`src/rtl/tvip_axi_read_arbiter_if.sv`:
```
// Requester-side and master-side AXI4 read channels of the round-robin read arbiter.
// slave: the arbiter's view. master: the view of the requesters plus the downstream slave.
interface tvip_axi_read_arbiter_if #(
  parameter int N_REQUESTERS  = 4,
  parameter int ID_WIDTH      = 8,
  parameter int ADDRESS_WIDTH = 32,
  parameter int DATA_WIDTH    = 64
);
  localparam int IDX_W = $clog2(N_REQUESTERS);
  localparam int MID_W = ID_WIDTH + IDX_W;

  logic [N_REQUESTERS-1:0]                    s_arvalid;
  logic [N_REQUESTERS-1:0]                    s_arready;
  logic [N_REQUESTERS-1:0][ID_WIDTH-1:0]      s_arid;
  logic [N_REQUESTERS-1:0][ADDRESS_WIDTH-1:0] s_araddr;
  logic [N_REQUESTERS-1:0][7:0]               s_arlen;
  logic [N_REQUESTERS-1:0][2:0]               s_arsize;
  logic [N_REQUESTERS-1:0][1:0]               s_arburst;
  logic [N_REQUESTERS-1:0][3:0]               s_arqos;
  logic [N_REQUESTERS-1:0]                    s_rvalid;
  logic [N_REQUESTERS-1:0]                    s_rready;
  logic [ID_WIDTH-1:0]                        s_rid;
  logic [DATA_WIDTH-1:0]                      s_rdata;
  logic [1:0]                                 s_rresp;
  logic                                       s_rlast;

  logic                     m_arvalid;
  logic                     m_arready;
  logic [MID_W-1:0]         m_arid;
  logic [ADDRESS_WIDTH-1:0] m_araddr;
  logic [7:0]               m_arlen;
  logic [2:0]               m_arsize;
  logic [1:0]               m_arburst;
  logic [3:0]               m_arqos;
  logic                     m_rvalid;
  logic                     m_rready;
  logic [MID_W-1:0]         m_rid;
  logic [DATA_WIDTH-1:0]    m_rdata;
  logic [1:0]               m_rresp;
  logic                     m_rlast;

  modport slave (
    input  s_arvalid, s_arid, s_araddr, s_arlen, s_arsize, s_arburst, s_arqos, s_rready,
    output s_arready, s_rvalid, s_rid, s_rdata, s_rresp, s_rlast,
    output m_arvalid, m_arid, m_araddr, m_arlen, m_arsize, m_arburst, m_arqos, m_rready,
    input  m_arready, m_rvalid, m_rid, m_rdata, m_rresp, m_rlast
  );

  modport master (
    output s_arvalid, s_arid, s_araddr, s_arlen, s_arsize, s_arburst, s_arqos, s_rready,
    input  s_arready, s_rvalid, s_rid, s_rdata, s_rresp, s_rlast,
    input  m_arvalid, m_arid, m_araddr, m_arlen, m_arsize, m_arburst, m_arqos, m_rready,
    output m_arready, m_rvalid, m_rid, m_rdata, m_rresp, m_rlast
  );
endinterface

```
`src/rtl/tvip_axi_read_arbiter.sv`:
```
// Round-robin AXI4 read arbiter: N requesters share one master port, ARID tagged with requester index.
// Optional per-requester outstanding limit: define TVIP_AXI_READ_ARBITER_OUTSTANDING_LIMIT_EN.
module tvip_axi_read_arbiter_lane #(
  parameter int MAX_OUTSTANDING = 4
) (
  input  logic aclk,
  input  logic areset,
  input  logic sel,
  input  logic m_rvalid,
  input  logic rready,
  input  logic rlast,
  input  logic ar_hs,
  output logic rvalid,
  output logic blocked
);
  assign rvalid = m_rvalid && sel && !areset;

`ifdef TVIP_AXI_READ_ARBITER_OUTSTANDING_LIMIT_EN
  localparam int CW = $clog2(MAX_OUTSTANDING + 1);
  logic [CW-1:0] cnt;
  logic          done;

  assign done = rvalid && rready && rlast;

  // A stray rlast with nothing outstanding must not wrap the counter.
  always_ff @(posedge aclk) begin
    if (areset)                             cnt <= '0;
    else if (ar_hs && !done)                cnt <= cnt + 1'b1;
    else if (done && !ar_hs && cnt != '0)   cnt <= cnt - 1'b1;
  end

  assign blocked = (cnt == CW'(MAX_OUTSTANDING));
`else
  localparam int unused_max = MAX_OUTSTANDING;
  logic unused_lane;
  assign unused_lane = ^{aclk, rready, rlast, ar_hs};
  assign blocked     = 1'b0;
`endif
endmodule

module tvip_axi_read_arbiter #(
  parameter int N_REQUESTERS    = 4,
  parameter int ID_WIDTH        = 8,
  parameter int ADDRESS_WIDTH   = 32,
  parameter int DATA_WIDTH      = 64,
  parameter int MAX_OUTSTANDING = 4
) (
  input logic                    aclk,
  input logic                    areset,
  tvip_axi_read_arbiter_if.slave bus
);
  localparam int IDX_W = $clog2(N_REQUESTERS);
  localparam int MID_W = ID_WIDTH + IDX_W;
  localparam int unused_aw = ADDRESS_WIDTH;
  localparam int unused_dw = DATA_WIDTH;

  typedef enum logic {IDLE, ISSUE} state_t;

  state_t                  state;
  logic [IDX_W-1:0]        rr_ptr, winner, cand, r_idx;
  logic [IDX_W:0]          sum;
  logic                    grant, r_hit;
  logic [N_REQUESTERS-1:0] eligible, blocked, ar_hs, rvalid_v;

  assign eligible = bus.s_arvalid & ~blocked;

  // First eligible requester scanning upward from rr_ptr, wrapping at N_REQUESTERS.
  always_comb begin
    grant  = 1'b0;
    winner = '0;
    sum    = '0;
    cand   = '0;
    if (state == IDLE && !areset) begin
      for (int k = 0; k < N_REQUESTERS; k++) begin
        sum = {1'b0, rr_ptr} + (IDX_W+1)'(k);
        if (sum >= (IDX_W+1)'(N_REQUESTERS)) sum = sum - (IDX_W+1)'(N_REQUESTERS);
        cand = sum[IDX_W-1:0];
        if (!grant && eligible[cand]) begin
          grant  = 1'b1;
          winner = cand;
        end
      end
    end
  end

  assign bus.s_arready = grant ? (N_REQUESTERS'(1) << winner) : '0;
  assign ar_hs         = bus.s_arready & bus.s_arvalid;

  always_ff @(posedge aclk) begin
    if (areset) begin
      state         <= IDLE;
      rr_ptr        <= '0;
      bus.m_arvalid <= 1'b0;
      bus.m_arid    <= '0;
      bus.m_araddr  <= '0;
      bus.m_arlen   <= '0;
      bus.m_arsize  <= '0;
      bus.m_arburst <= '0;
      bus.m_arqos   <= '0;
    end else begin
      case (state)
        IDLE: if (grant) begin
          state         <= ISSUE;
          bus.m_arvalid <= 1'b1;
          bus.m_arid    <= {winner, bus.s_arid[winner]};
          bus.m_araddr  <= bus.s_araddr[winner];
          bus.m_arlen   <= bus.s_arlen[winner];
          bus.m_arsize  <= bus.s_arsize[winner];
          bus.m_arburst <= bus.s_arburst[winner];
          bus.m_arqos   <= bus.s_arqos[winner];
          rr_ptr        <= (winner == IDX_W'(N_REQUESTERS-1)) ? '0 : winner + 1'b1;
        end
        ISSUE: if (bus.m_arready) begin
          state         <= IDLE;
          bus.m_arvalid <= 1'b0;
        end
        default: state <= IDLE;
      endcase
    end
  end

  // R beats are steered by the index tag; unknown tags are drained and dropped.
  assign r_idx        = bus.m_rid[MID_W-1:ID_WIDTH];
  assign r_hit        = {1'b0, r_idx} < (IDX_W+1)'(N_REQUESTERS);
  assign bus.m_rready = r_hit ? bus.s_rready[r_idx] : 1'b1;
  assign bus.s_rid    = bus.m_rid[ID_WIDTH-1:0];
  assign bus.s_rdata  = bus.m_rdata;
  assign bus.s_rresp  = bus.m_rresp;
  assign bus.s_rlast  = bus.m_rlast;
  assign bus.s_rvalid = rvalid_v;

  for (genvar i = 0; i < N_REQUESTERS; i++) begin : g_lane
    tvip_axi_read_arbiter_lane #(.MAX_OUTSTANDING(MAX_OUTSTANDING)) u_lane (
      .aclk     (aclk),
      .areset   (areset),
      .sel      (r_hit && r_idx == IDX_W'(i)),
      .m_rvalid (bus.m_rvalid),
      .rready   (bus.s_rready[i]),
      .rlast    (bus.m_rlast),
      .ar_hs    (ar_hs[i]),
      .rvalid   (rvalid_v[i]),
      .blocked  (blocked[i])
    );
  end
endmodule

```
`src/flat_wrapper.sv`:
```
// flat-port wrapper written by rule: the top's interface ports become plain ports
module tvip_axi_read_arbiter_flat 
#(
  parameter int N_REQUESTERS    = 4,
  parameter int ID_WIDTH        = 8,
  parameter int ADDRESS_WIDTH   = 32,
  parameter int DATA_WIDTH      = 64,
  parameter int MAX_OUTSTANDING = 4
)
  (aclk, areset, bus_s_arvalid, bus_s_arid, bus_s_araddr, bus_s_arlen, bus_s_arsize, bus_s_arburst, bus_s_arqos, bus_s_rready, bus_s_arready, bus_s_rvalid, bus_s_rid, bus_s_rdata, bus_s_rresp, bus_s_rlast, bus_m_arvalid, bus_m_arid, bus_m_araddr, bus_m_arlen, bus_m_arsize, bus_m_arburst, bus_m_arqos, bus_m_rready, bus_m_arready, bus_m_rvalid, bus_m_rid, bus_m_rdata, bus_m_rresp, bus_m_rlast);
  tvip_axi_read_arbiter_if #(.N_REQUESTERS(N_REQUESTERS), .ID_WIDTH(ID_WIDTH), .ADDRESS_WIDTH(ADDRESS_WIDTH), .DATA_WIDTH(DATA_WIDTH)) bus_i ();
  input logic aclk;
  input logic areset;
  input wire logic [$bits(bus_i.s_arvalid)-1:0] bus_s_arvalid;
  input wire logic [$bits(bus_i.s_arid)-1:0] bus_s_arid;
  input wire logic [$bits(bus_i.s_araddr)-1:0] bus_s_araddr;
  input wire logic [$bits(bus_i.s_arlen)-1:0] bus_s_arlen;
  input wire logic [$bits(bus_i.s_arsize)-1:0] bus_s_arsize;
  input wire logic [$bits(bus_i.s_arburst)-1:0] bus_s_arburst;
  input wire logic [$bits(bus_i.s_arqos)-1:0] bus_s_arqos;
  input wire logic [$bits(bus_i.s_rready)-1:0] bus_s_rready;
  output wire logic [$bits(bus_i.s_arready)-1:0] bus_s_arready;
  output wire logic [$bits(bus_i.s_rvalid)-1:0] bus_s_rvalid;
  output wire logic [$bits(bus_i.s_rid)-1:0] bus_s_rid;
  output wire logic [$bits(bus_i.s_rdata)-1:0] bus_s_rdata;
  output wire logic [$bits(bus_i.s_rresp)-1:0] bus_s_rresp;
  output wire logic [$bits(bus_i.s_rlast)-1:0] bus_s_rlast;
  output wire logic [$bits(bus_i.m_arvalid)-1:0] bus_m_arvalid;
  output wire logic [$bits(bus_i.m_arid)-1:0] bus_m_arid;
  output wire logic [$bits(bus_i.m_araddr)-1:0] bus_m_araddr;
  output wire logic [$bits(bus_i.m_arlen)-1:0] bus_m_arlen;
  output wire logic [$bits(bus_i.m_arsize)-1:0] bus_m_arsize;
  output wire logic [$bits(bus_i.m_arburst)-1:0] bus_m_arburst;
  output wire logic [$bits(bus_i.m_arqos)-1:0] bus_m_arqos;
  output wire logic [$bits(bus_i.m_rready)-1:0] bus_m_rready;
  input wire logic [$bits(bus_i.m_arready)-1:0] bus_m_arready;
  input wire logic [$bits(bus_i.m_rvalid)-1:0] bus_m_rvalid;
  input wire logic [$bits(bus_i.m_rid)-1:0] bus_m_rid;
  input wire logic [$bits(bus_i.m_rdata)-1:0] bus_m_rdata;
  input wire logic [$bits(bus_i.m_rresp)-1:0] bus_m_rresp;
  input wire logic [$bits(bus_i.m_rlast)-1:0] bus_m_rlast;
  assign bus_i.s_arvalid = bus_s_arvalid;
  assign bus_i.s_arid = bus_s_arid;
  assign bus_i.s_araddr = bus_s_araddr;
  assign bus_i.s_arlen = bus_s_arlen;
  assign bus_i.s_arsize = bus_s_arsize;
  assign bus_i.s_arburst = bus_s_arburst;
  assign bus_i.s_arqos = bus_s_arqos;
  assign bus_i.s_rready = bus_s_rready;
  assign bus_s_arready = bus_i.s_arready;
  assign bus_s_rvalid = bus_i.s_rvalid;
  assign bus_s_rid = bus_i.s_rid;
  assign bus_s_rdata = bus_i.s_rdata;
  assign bus_s_rresp = bus_i.s_rresp;
  assign bus_s_rlast = bus_i.s_rlast;
  assign bus_m_arvalid = bus_i.m_arvalid;
  assign bus_m_arid = bus_i.m_arid;
  assign bus_m_araddr = bus_i.m_araddr;
  assign bus_m_arlen = bus_i.m_arlen;
  assign bus_m_arsize = bus_i.m_arsize;
  assign bus_m_arburst = bus_i.m_arburst;
  assign bus_m_arqos = bus_i.m_arqos;
  assign bus_m_rready = bus_i.m_rready;
  assign bus_i.m_arready = bus_m_arready;
  assign bus_i.m_rvalid = bus_m_rvalid;
  assign bus_i.m_rid = bus_m_rid;
  assign bus_i.m_rdata = bus_m_rdata;
  assign bus_i.m_rresp = bus_m_rresp;
  assign bus_i.m_rlast = bus_m_rlast;
  tvip_axi_read_arbiter #(.N_REQUESTERS(N_REQUESTERS), .ID_WIDTH(ID_WIDTH), .ADDRESS_WIDTH(ADDRESS_WIDTH), .DATA_WIDTH(DATA_WIDTH), .MAX_OUTSTANDING(MAX_OUTSTANDING)) u_core (.aclk(aclk), .areset(areset), .bus(bus_i));
endmodule
```
`config.mk`:
```
export PLATFORM = sky130hd
export DESIGN_NAME = tvip_axi_read_arbiter_flat
export DESIGN_NICKNAME = d
export VERILOG_FILES = /design/src/rtl/tvip_axi_read_arbiter_if.sv /design/src/rtl/tvip_axi_read_arbiter.sv /design/src/flat_wrapper.sv
export SDC_FILE = /design/constraint.sdc
export NUM_CORES = 1
export LEC_CHECK = 0
export ABC_CLOCK_PERIOD_IN_PS = 5000
export CAP_MARGIN = 20
export CORE_AREA = 5 5 178 180
export CTS_CLUSTER_SIZE = 30
export DETAILED_ROUTE_END_ITERATION = 10
export DIE_AREA = 0 0 183 185
export HOLD_SLACK_MARGIN = 0.05
export SETUP_SLACK_MARGIN = 0.15
export SYNTH_ARGS = -nofsm -noshare
export SYNTH_HDL_FRONTEND = slang
export SYNTH_SLANG_ARGS = --single-unit
```
`constraint.sdc`:
```
create_clock -name aclk -period 5 [get_ports aclk]
set_clock_uncertainty 0.1 [all_clocks]
set_input_delay 0.75 -clock aclk [delete_from_list [all_inputs] [get_ports aclk]]
set_output_delay 0.75 -clock aclk [all_outputs]
set_load 0.01 [all_outputs]
```
Word level (Yosys, flattened, before mapping)
Index checks and enable logic that the tools add are counted.

storage, ports and cells
  input bits = 317
  word-level logic and storage cells = 105
  flip-flop bits (word level) = 63
  output and inout bits = 144

operators by class
  bitwise operators = 1
  shift-type cells = 1
  mux-type cells = 51
  reductions and logical operators = 19
  $lt $le $gt $ge = 10
  equal/unequal tests = 6
  $add $sub $neg = 8

operators with widths
  cell                                                                          count
  32-bit binary-select mux with 2-bit select                                    1
  8-bit binary-select mux with 2-bit select                                     2
  32-bit two-way mux                                                            1
  2-bit two-way mux                                                             15
  2-bit by 3-bit less-than comparator with 1-bit output, second input constant  6
  1-bit two-way mux                                                             17
  8-bit two-way mux                                                             2
  1-bit logical AND                                                             12
  1-bit binary-select mux with 2-bit select                                     5
  3-bit >= comparator, second input constant                                    3
  4-bit binary-select mux with 2-bit select                                     1
  4-bit two-way mux                                                             2
  2-bit by 1-bit subtractor with 2-bit output, second input constant            4
  2-bit by 2-bit adder with 3-bit output, second input constant                 2
  3-bit binary-select mux with 2-bit select                                     1
  2-bit == test, second input constant                                          3
  2-bit binary-select mux with 2-bit select                                     1
  1-bit logical NOT                                                             4
  1-bit case mux with 2 select lines                                            2
  2-bit AND reduction                                                           2
  1-bit by 2-bit << shifter with 4-bit output, first input constant             1
  2-bit by 1-bit adder with 3-bit output, second input constant                 1
  2-bit by 3-bit >= comparator with 1-bit output, second input constant         1
  3-bit two-way mux                                                             1
  6 further kinds                                                               6

Depth between registers and ports, before layout
Gate-level depths: netlist of the first run.

  word-level depth = 21
  gate-level depth with buffers = 9
  gate-level depth less buffers = 7

Modules after synthesis
A second synthesis of the first run with hierarchy kept.

second synthesis, totals
  cell total of the unflattened synthesis = 613
  area total of the unflattened synthesis = 5,054.8 µm²

modules (own cells, without submodules)
  module                      cells an instance  area an instance (µm²)  instances  sequential area each (µm²)
  tvip_axi_read_arbiter       601                4,974.8                 1          1,261.2
  tvip_axi_read_arbiter_lane  3                  20.0                    4          0.0

Least setup slack after synthesis of the first run
OpenSTA, ideal clock, no wires.

  path type = input -> output
  from = input port bus_s_arvalid[3]
  to = output port bus_s_arready[2]
  buffers on the path = 3
  arrival time = 2.389 ns
  stages on the path = 9
  required time = 4.150 ns
  setup slack = 1.761 ns
  cell sequence = or4_1 buf_2 and3_4 and4_1 buf_6 buf_6 inv_1 ha_1 and2_1

on the way
  longest elaborated chain between the ends = 18
  elaborated cells on any way between the ends = 29
  those cells by class = shift: 1; mux: 22; reduce/logical: 6

RTL lines
  what                                             RTL line                     RTL
  start: declaration                               flat_wrapper.sv:14           input wire logic [$bits(bus_i.s_arvalid)-1:0] bus_s_arvalid;
  1-bit binary-select mux with 2-bit select        tvip_axi_read_arbiter.sv:78  if (!grant && eligible[cand]) begin
  1-bit two-way mux (implied by the code)          tvip_axi_read_arbiter.sv:78
  1-bit two-way mux                                tvip_axi_read_arbiter.sv:78
  1-bit two-way mux                                tvip_axi_read_arbiter.sv:73  if (state == IDLE && !areset) begin
  1-bit logical NOT                                tvip_axi_read_arbiter.sv:78
  1-bit logical AND                                tvip_axi_read_arbiter.sv:78
  1-bit two-way mux                                tvip_axi_read_arbiter.sv:78
  1-bit two-way mux                                tvip_axi_read_arbiter.sv:73
  [3 not listed]                                   n/a
  1-bit two-way mux                                tvip_axi_read_arbiter.sv:73
  1-bit logical NOT                                tvip_axi_read_arbiter.sv:78
  1-bit logical AND                                tvip_axi_read_arbiter.sv:78
  2-bit two-way mux (*)                            tvip_axi_read_arbiter.sv:78
  2-bit two-way mux (*)                            tvip_axi_read_arbiter.sv:73
  via u_core.winner[0]                             tvip_axi_read_arbiter.sv:60  logic [IDX_W-1:0] rr_ptr, winner, cand, r_idx;
  1-bit by 2-bit << shifter with 4-bit output (*)  tvip_axi_read_arbiter.sv:86  assign bus.s_arready = grant ? (N_REQUESTERS'(1) << winner) : '0;
  4-bit two-way mux (*)                            tvip_axi_read_arbiter.sv:86
  end: declaration                                 flat_wrapper.sv:22           output wire logic [$bits(bus_i.s_arready)-1:0] bus_s_arready;

Mark *: on every way through the listed nets, which the timed path passes. The rest lies on a longest branch. The select of a mux whose other input is x is not followed.

Worst setup path after layout of the first run
  from = input port bus_s_arvalid[3]
  to = output port bus_s_arready[2]

on the way
  longest elaborated chain between the ends = 18
  elaborated cells on any way between the ends = 29
  those cells by class = shift: 1; mux: 22; reduce/logical: 6

RTL lines
  what                                         RTL line
  1-bit binary-select mux with 2-bit select    tvip_axi_read_arbiter.sv:78
  1-bit two-way mux (implied by the code)      tvip_axi_read_arbiter.sv:78
  1-bit two-way mux                            tvip_axi_read_arbiter.sv:78
  1-bit two-way mux                            tvip_axi_read_arbiter.sv:73
  1-bit logical NOT                            tvip_axi_read_arbiter.sv:78
  1-bit logical AND                            tvip_axi_read_arbiter.sv:78
  1-bit two-way mux                            tvip_axi_read_arbiter.sv:78
  1-bit two-way mux                            tvip_axi_read_arbiter.sv:73
  [2 not listed]                               n/a
  1-bit two-way mux                            tvip_axi_read_arbiter.sv:78
  1-bit two-way mux                            tvip_axi_read_arbiter.sv:73
  1-bit logical NOT                            tvip_axi_read_arbiter.sv:78
  1-bit logical AND                            tvip_axi_read_arbiter.sv:78
  2-bit two-way mux                            tvip_axi_read_arbiter.sv:78
  2-bit two-way mux                            tvip_axi_read_arbiter.sv:73
  1-bit by 2-bit << shifter with 4-bit output  tvip_axi_read_arbiter.sv:86
  4-bit two-way mux (*)                        tvip_axi_read_arbiter.sv:86

Every way passes the cells marked *; elsewhere a longest branch is shown, timed or not. The select of a mux whose other input is x is not followed.

==> metrics.txt, run 1 <==
CTS hold repair buffers=0; critical path required time=4.15 ns; cell mode on critical path=sky130_fd_sc_hd__clkdlybuf4s50_1; number of global-route vias before repair=5521; die footprint=0.0339 mm2; Slew Viols, Final=0; synthesized netlist cell count=566; Worst path max stage delay=0.71 ns; Bufs and invs on worst path=3; CP endpoint kind=output port; Crit-path slowest cell=sky130_fd_sc_hd__or4_1; highest ir drop seen on vdd=0.126 mV; master cell of the clock root buffer=sky130_fd_sc_hd__clkbuf_16; cell type group with the largest total delay on the critical path=simple AND/OR/NAND/NOR gates; vertical extent of the die=185 um; Initial DRT Pass Iterations=4; data arrival time of the critical path=3.48 ns; count of yosys warnings during synthesis=0; RSZ-0062 raised after global routing=no; result of the run=completed; count of placed standard cells including taps=1159; share of synthesized area occupied by flip-flops and latches=26.4%; slack of the worst reg-to-reg path=2.02 ns; Hold Crit Class=reg -> reg; weighted congestion reported at the end of routability-driven placement=0.798; highest clock rate=0.231 GHz; Routed wire per std cell=21.0 um; most common cell after layout, fill and taps aside=sky130_fd_sc_hd__clkdlybuf4s50_1; clk_lat worst skew=0.33 ns; post-layout instance count excluding filler cells=1175; worst-case setup margin in the final layout=0.670 ns; number of buffers on the longest clock path=2; sum of net half-perimeters after detailed placement=18.7 mm; post-synth net total=887; critical path class=in -> out; GRT Total Usage=13.7%; number of vias in the routed layout=5240; final core utilization=26.7%; total number of H-tree levels=3; most frequent cells in the layout=sky130_fd_sc_hd__clkdlybuf4s50_1 (310), sky130_fd_sc_hd__dfxtp_1 (63), sky130_fd_sc_hd__mux2i_1 (48); clock sink count=63; row count=64; cell-by-cell listing of the critical path=clkdlybuf4s50_1 > or4_1 > and3_4 > and4_2 > inv_1 > ha_1 > and2_1 > clkdlybuf4s50_1; antenna fix cells=0; synthesized area per cell=8.44 um2; pin count of the biggest net entering global routing=44; final setup TNS=0 ns; total grt overflow=0; ANT nets after route=0; number of buffers added on ports=310; reported max-cap violation count=0; relative slew slack=40.0%; number of enable-type register cells in the synthesized netlist=0; number of distinct library cell variants in the gate-level netlist after synthesis=50; Std-Cell Core Area=0.0300 mm2; antenna violations before repair=2; layout cells sized above 1=8.73%; Top FF cell, synth=sky130_fd_sc_hd__dfxtp_1; final layout net count=1095; number of hold violations in the final report=0; buffer count from post-CTS setup fixing=0; flip-flop and latch count after synthesis=63; PwrDens=270 mW/mm2; post-cts gate resize count=0; mean number of vias per cell=4.46; count of endpoints failing setup in the final report=0; worst setup slack before clock tree synthesis=0.668 ns; CP startpoint kind=input pin; IO Pins=461; routed wire length=24.6 mm; wire length of the first global-routing pass=34.4 mm; clock tree from TritonCTS=yes; share of synthesized registers carrying an async set or reset=0%; final worst-path cycle share=86.6%; Num CTS Buffers=9; Least-Margin Pin Slew=0.900 ns; number of inserted filler cells in the final layout=3265; DR iter-0 viols=137; synth-to-layout area growth=68.0%; number of remaining DRC errors=0; Clk pin slew, worst setup/hold paths=0.05 ns; Cell Area, Synth=0.00477 mm2; initial core utilization=15.9%; Die Span X=183 um; min cycle time layout=4.33 ns; leakage=2.94 nW; worst-path fanout max=9
## per-stage QoR
stage / area [um2] / total power, mW / hold slack, ns
finish: 8020 / 2.17 / 0.342
global route: 8020 / 2.29 / 0.367
CTS: 8020 / 2.23 / 0.345
detailed placement: 7690 / 1.47 / 0.336
global placement: 7690 / 1.46 / 0.330
floorplan: 4770 / 1.04 / 0.367
## layout make-up
class | count | area, um2 | area share (%)
repair buffers | 326 | 3220 | 40.2
multi-input cells | 346 | 2600 | 32.4
flip-flops and latches | 63 | 1260 | 15.7
well taps | 396 | 495 | 6.18
clock buffers | 11 | 253 | 3.15
inverters | 28 | 105 | 1.31
clock inverters | 5 | 80.1 | 0.999
## power breakdown
group / total [mW] / leakage [nW] / switching [mW] / internal (mW)
clock network: 0.728 / 0.158 / 0.264 / 0.464
registers: 0.622 / 0.525 / 0.0441 / 0.578
logic: 0.818 / 2.26 / 0.376 / 0.443
total: 2.17 / 2.94 / 0.684 / 1.48
## worst min-delay path: cells and delay by family, from the launching register on
| kind | cells | cell delay (ns) |
|---|---|---|
| and+or+nand+nor | 2 | 0.09 |
| DFF | 1 | 0.31 |
## flip-flops by register name (all words and copies together) (netlist names)
| signal | flops |
|---|---|
| u_core.bus.m_araddr | 32 |
| u_core.bus.m_arid | 10 |
| u_core.bus.m_arlen | 8 |
| u_core.bus.m_arqos | 4 |
| u_core.bus.m_arsize | 3 |
| u_core.bus.m_arburst | 2 |
| u_core.rr_ptr | 2 |
| u_core.bus.m_arvalid | 1 |
| u_core.state | 1 |
## synthesized netlist by cell type (13+ instances only)
| library cell | n | share of area (%) |
|---|---|---|
| sky130_fd_sc_hd__a211oi_1 | 23 | 3.6 |
| sky130_fd_sc_hd__buf_2 | 15 | 1.6 |
| sky130_fd_sc_hd__buf_4 | 83 | 13 |
| sky130_fd_sc_hd__nor3_1 | 27 | 2.8 |
| sky130_fd_sc_hd__dfxtp_1 | 63 | 26 |
| sky130_fd_sc_hd__a21oi_1 | 39 | 4.1 |
| sky130_fd_sc_hd__nand2_1 | 30 | 2.4 |
| sky130_fd_sc_hd__a221oi_1 | 14 | 2.6 |
| sky130_fd_sc_hd__nor2_1 | 13 | 1.0 |
| sky130_fd_sc_hd__mux2i_1 | 48 | 10 |
| sky130_fd_sc_hd__a31oi_1 | 32 | 4.2 |
| sky130_fd_sc_hd__inv_1 | 26 | 2.0 |
| sky130_fd_sc_hd__clkbuf_1 | 23 | 1.8 |
| sky130_fd_sc_hd__nor4_1 | 13 | 1.7 |
## routing by layer
metal | global-route usage [%] | up-vias | wire [um]
met5 | 0 | - | 22
met1 | 13.8 | 2445 | 8680
met3 | 5.50 | 61 | 2460
li1 | - | 2457 | -
met2 | 25.3 | 273 | 12700
met4 | 5.36 | 4 | 724
## cells by family after synthesis
| logic type | Yosys count | synth area share (%) |
|---|---|---|
| adders and majority gates | 4 | 1.05 |
| DFF | 63 | 26.4 |
| buffers and inverters | 157 | 20.0 |
| muxes | 59 | 12.9 |
| and+or+nand+nor | 116 | 13.2 |
| AOI/OAI and AO/OA | 167 | 26.4 |
## worst paths after layout
| kind | from | to | cells past startpoint |
|---|---|---|---|
| worst max register to register | u_core.rr_ptr[1] | u_core.bus.m_araddr[31] | 7 |
| worst max-delay path | bus_s_arvalid[3] | bus_s_arready[2] | 8 |
| worst min-delay path | u_core.bus.m_arid[9] | u_core.bus.m_arid[9] | 2 |
| worst min register to register | u_core.bus.m_arid[9] | u_core.bus.m_arid[9] | 2 |
(Power assumes the default switching activity.)
==> run 2, diff against run 1 <==
CORE_AREA = 2 2 180 182   (was 5 5 178 180)
DIE_AREA = 0 0 182 184   (was 0 0 183 185)
==> metrics.txt, run 2 (synthesis results as in run 1) <==
result of the run=completed; Std-Cell Core Area=0.0314 mm2; registers with the highest flip-flop counts=u_core.bus.m_araddr x32, u_core.bus.m_arid x10, u_core.bus.m_arlen x8; area of all placed cells without fillers=0.00801 mm2; sum of net half-perimeters after detailed placement=19.0 mm; number of global-route vias before repair=5592; Slew Viols, Final=0; total number of H-tree levels=3; final layout net count=1100; worst-path fanout max=18; CP startpoint kind=input pin; total power=2.09 mW; register with the highest flop count=u_core.bus.m_araddr; worst setup slack before clock tree synthesis=0.560 ns; critical path required time=4.15 ns; number of flip-flops in the largest register=32; layout cells sized above 1=8.94%; worst-case setup margin in the final layout=0.572 ns; Num CTS Buffers=9; Routed wire per std cell=20.6 um; pin count of the biggest net entering global routing=46; startpoint of the most critical setup path=areset; min cycle time layout=4.43 ns; RSZ-0062 raised after global routing=no; number of hold violations in the final report=0; most common cell after layout, fill and taps aside=sky130_fd_sc_hd__clkdlybuf4s50_1; initial core utilization=15.2%; number of buffers on the longest clock path=2; final worst-path cycle share=88.6%; depth of the most critical reg-to-reg path=7; number of cells on the critical path=8; Clk pin slew, worst setup/hold paths=0.05 ns; routed wire length=24.5 mm; most frequent cells in the layout=sky130_fd_sc_hd__clkdlybuf4s50_1 (310), sky130_fd_sc_hd__dfxtp_1 (63), sky130_fd_sc_hd__mux2i_1 (48); routed length on met3=1.91 mm; wire length of the first global-routing pass=34.0 mm; Min-Delay Path Depth=2; die footprint=0.0335 mm2; number of buffers added on ports=310; GRT Total Usage=14.1%; worst hold slack after final layout=0.347 ns; Least-Margin Pin Slew=0.835 ns; count of endpoints failing setup in the final report=0; clk_lat worst skew=0.34 ns; ANT nets after route=0; relative slew slack=44.2%; Crit-path slowest cell=sky130_fd_sc_hd__or4_4; DR iter-0 viols=152; data arrival time of the critical path=3.58 ns; critical path class=in -> out; CP endpoint kind=output port; Bufs and invs on worst path=4; PwrDens=261 mW/mm2; placed cell area=0.00773 mm2; slack of the worst reg-to-reg path=1.89 ns; row count=65; post-layout instance count excluding filler cells=1186; master cell of the clock root buffer=sky130_fd_sc_hd__clkbuf_16; leakage=2.94 nW; weighted congestion reported at the end of routability-driven placement=0.751; count of placed standard cells including taps=1170; met2 routed wirelength=12.6 mm; Initial DRT Pass Iterations=5; number of vias in the routed layout=5330; Die Span X=182 um; Worst path max stage delay=0.62 ns; synth-to-layout area growth=67.8%; cell type group with the largest total delay on the critical path=buffers and inverters; antenna violations before repair=2; number of remaining DRC errors=0; final core utilization=25.5%; Hold Crit Class=reg -> reg; reported max-cap violation count=0; clock tree from TritonCTS=yes; post-cts gate resize count=0; highest clock rate=0.226 GHz; hold path startpoint=u_core.bus.m_arid[9]; vertical extent of the die=184 um; CTS hold repair buffers=0; RR Startpoint=u_core.rr_ptr[1]; Max Used Layer=met5; cell-by-cell listing of the critical path=clkdlybuf4s50_1 > inv_2 > nand3_4 > or4_4 > inv_2 > ha_1 > and2_1 > clkdlybuf4s50_1; DRT met1 WL=8.60 mm; final setup TNS=0 ns; highest ir drop seen on vdd=0.138 mV; IO Pins=461; clock sink count=63; total grt overflow=0; mean number of vias per cell=4.49; buffer count from post-CTS setup fixing=0
run 2: power breakdown:
part	switching [mW]	internal, mW
Clock	0.253	0.382
Sequential	0.0455	0.578
Combinational	0.381	0.450
run 2: layout make-up:
class	count	area [um2]
flip-flops and latches	63	1260
inverters	28	105
fillers	3428	23400
well taps	402	503
repair buffers	331	3260
clock inverters	4	47.5
diodes	1	2.50
clock buffers	11	233
multi-input cells	346	2600
run 2: worst paths after layout:
check                       endpoint
max                 bus_s_arready[3]
min             u_core.bus.m_arid[9]
max reg2reg  u_core.bus.m_araddr[31]
min reg2reg     u_core.bus.m_arid[9]
run 2: metal layers:
metal  up-vias  GRT usage, %
met5         -             0
met4         2          9.16
met3        77          4.06
met2       302          26.3
met1      2492          13.5
li1       2457             -
run 2: worst register-to-register path, cell delays in order, from the launching register on:
cell and delay (ns):
sky130_fd_sc_hd__dfxtp_1 0.43, sky130_fd_sc_hd__a21oi_1 0.10, sky130_fd_sc_hd__nor3b_1 0.65, sky130_fd_sc_hd__or4_4 0.38, sky130_fd_sc_hd__inv_2 0.08, sky130_fd_sc_hd__buf_4 0.25, sky130_fd_sc_hd__nor2_4 0.71, sky130_fd_sc_hd__a221oi_1 0.23
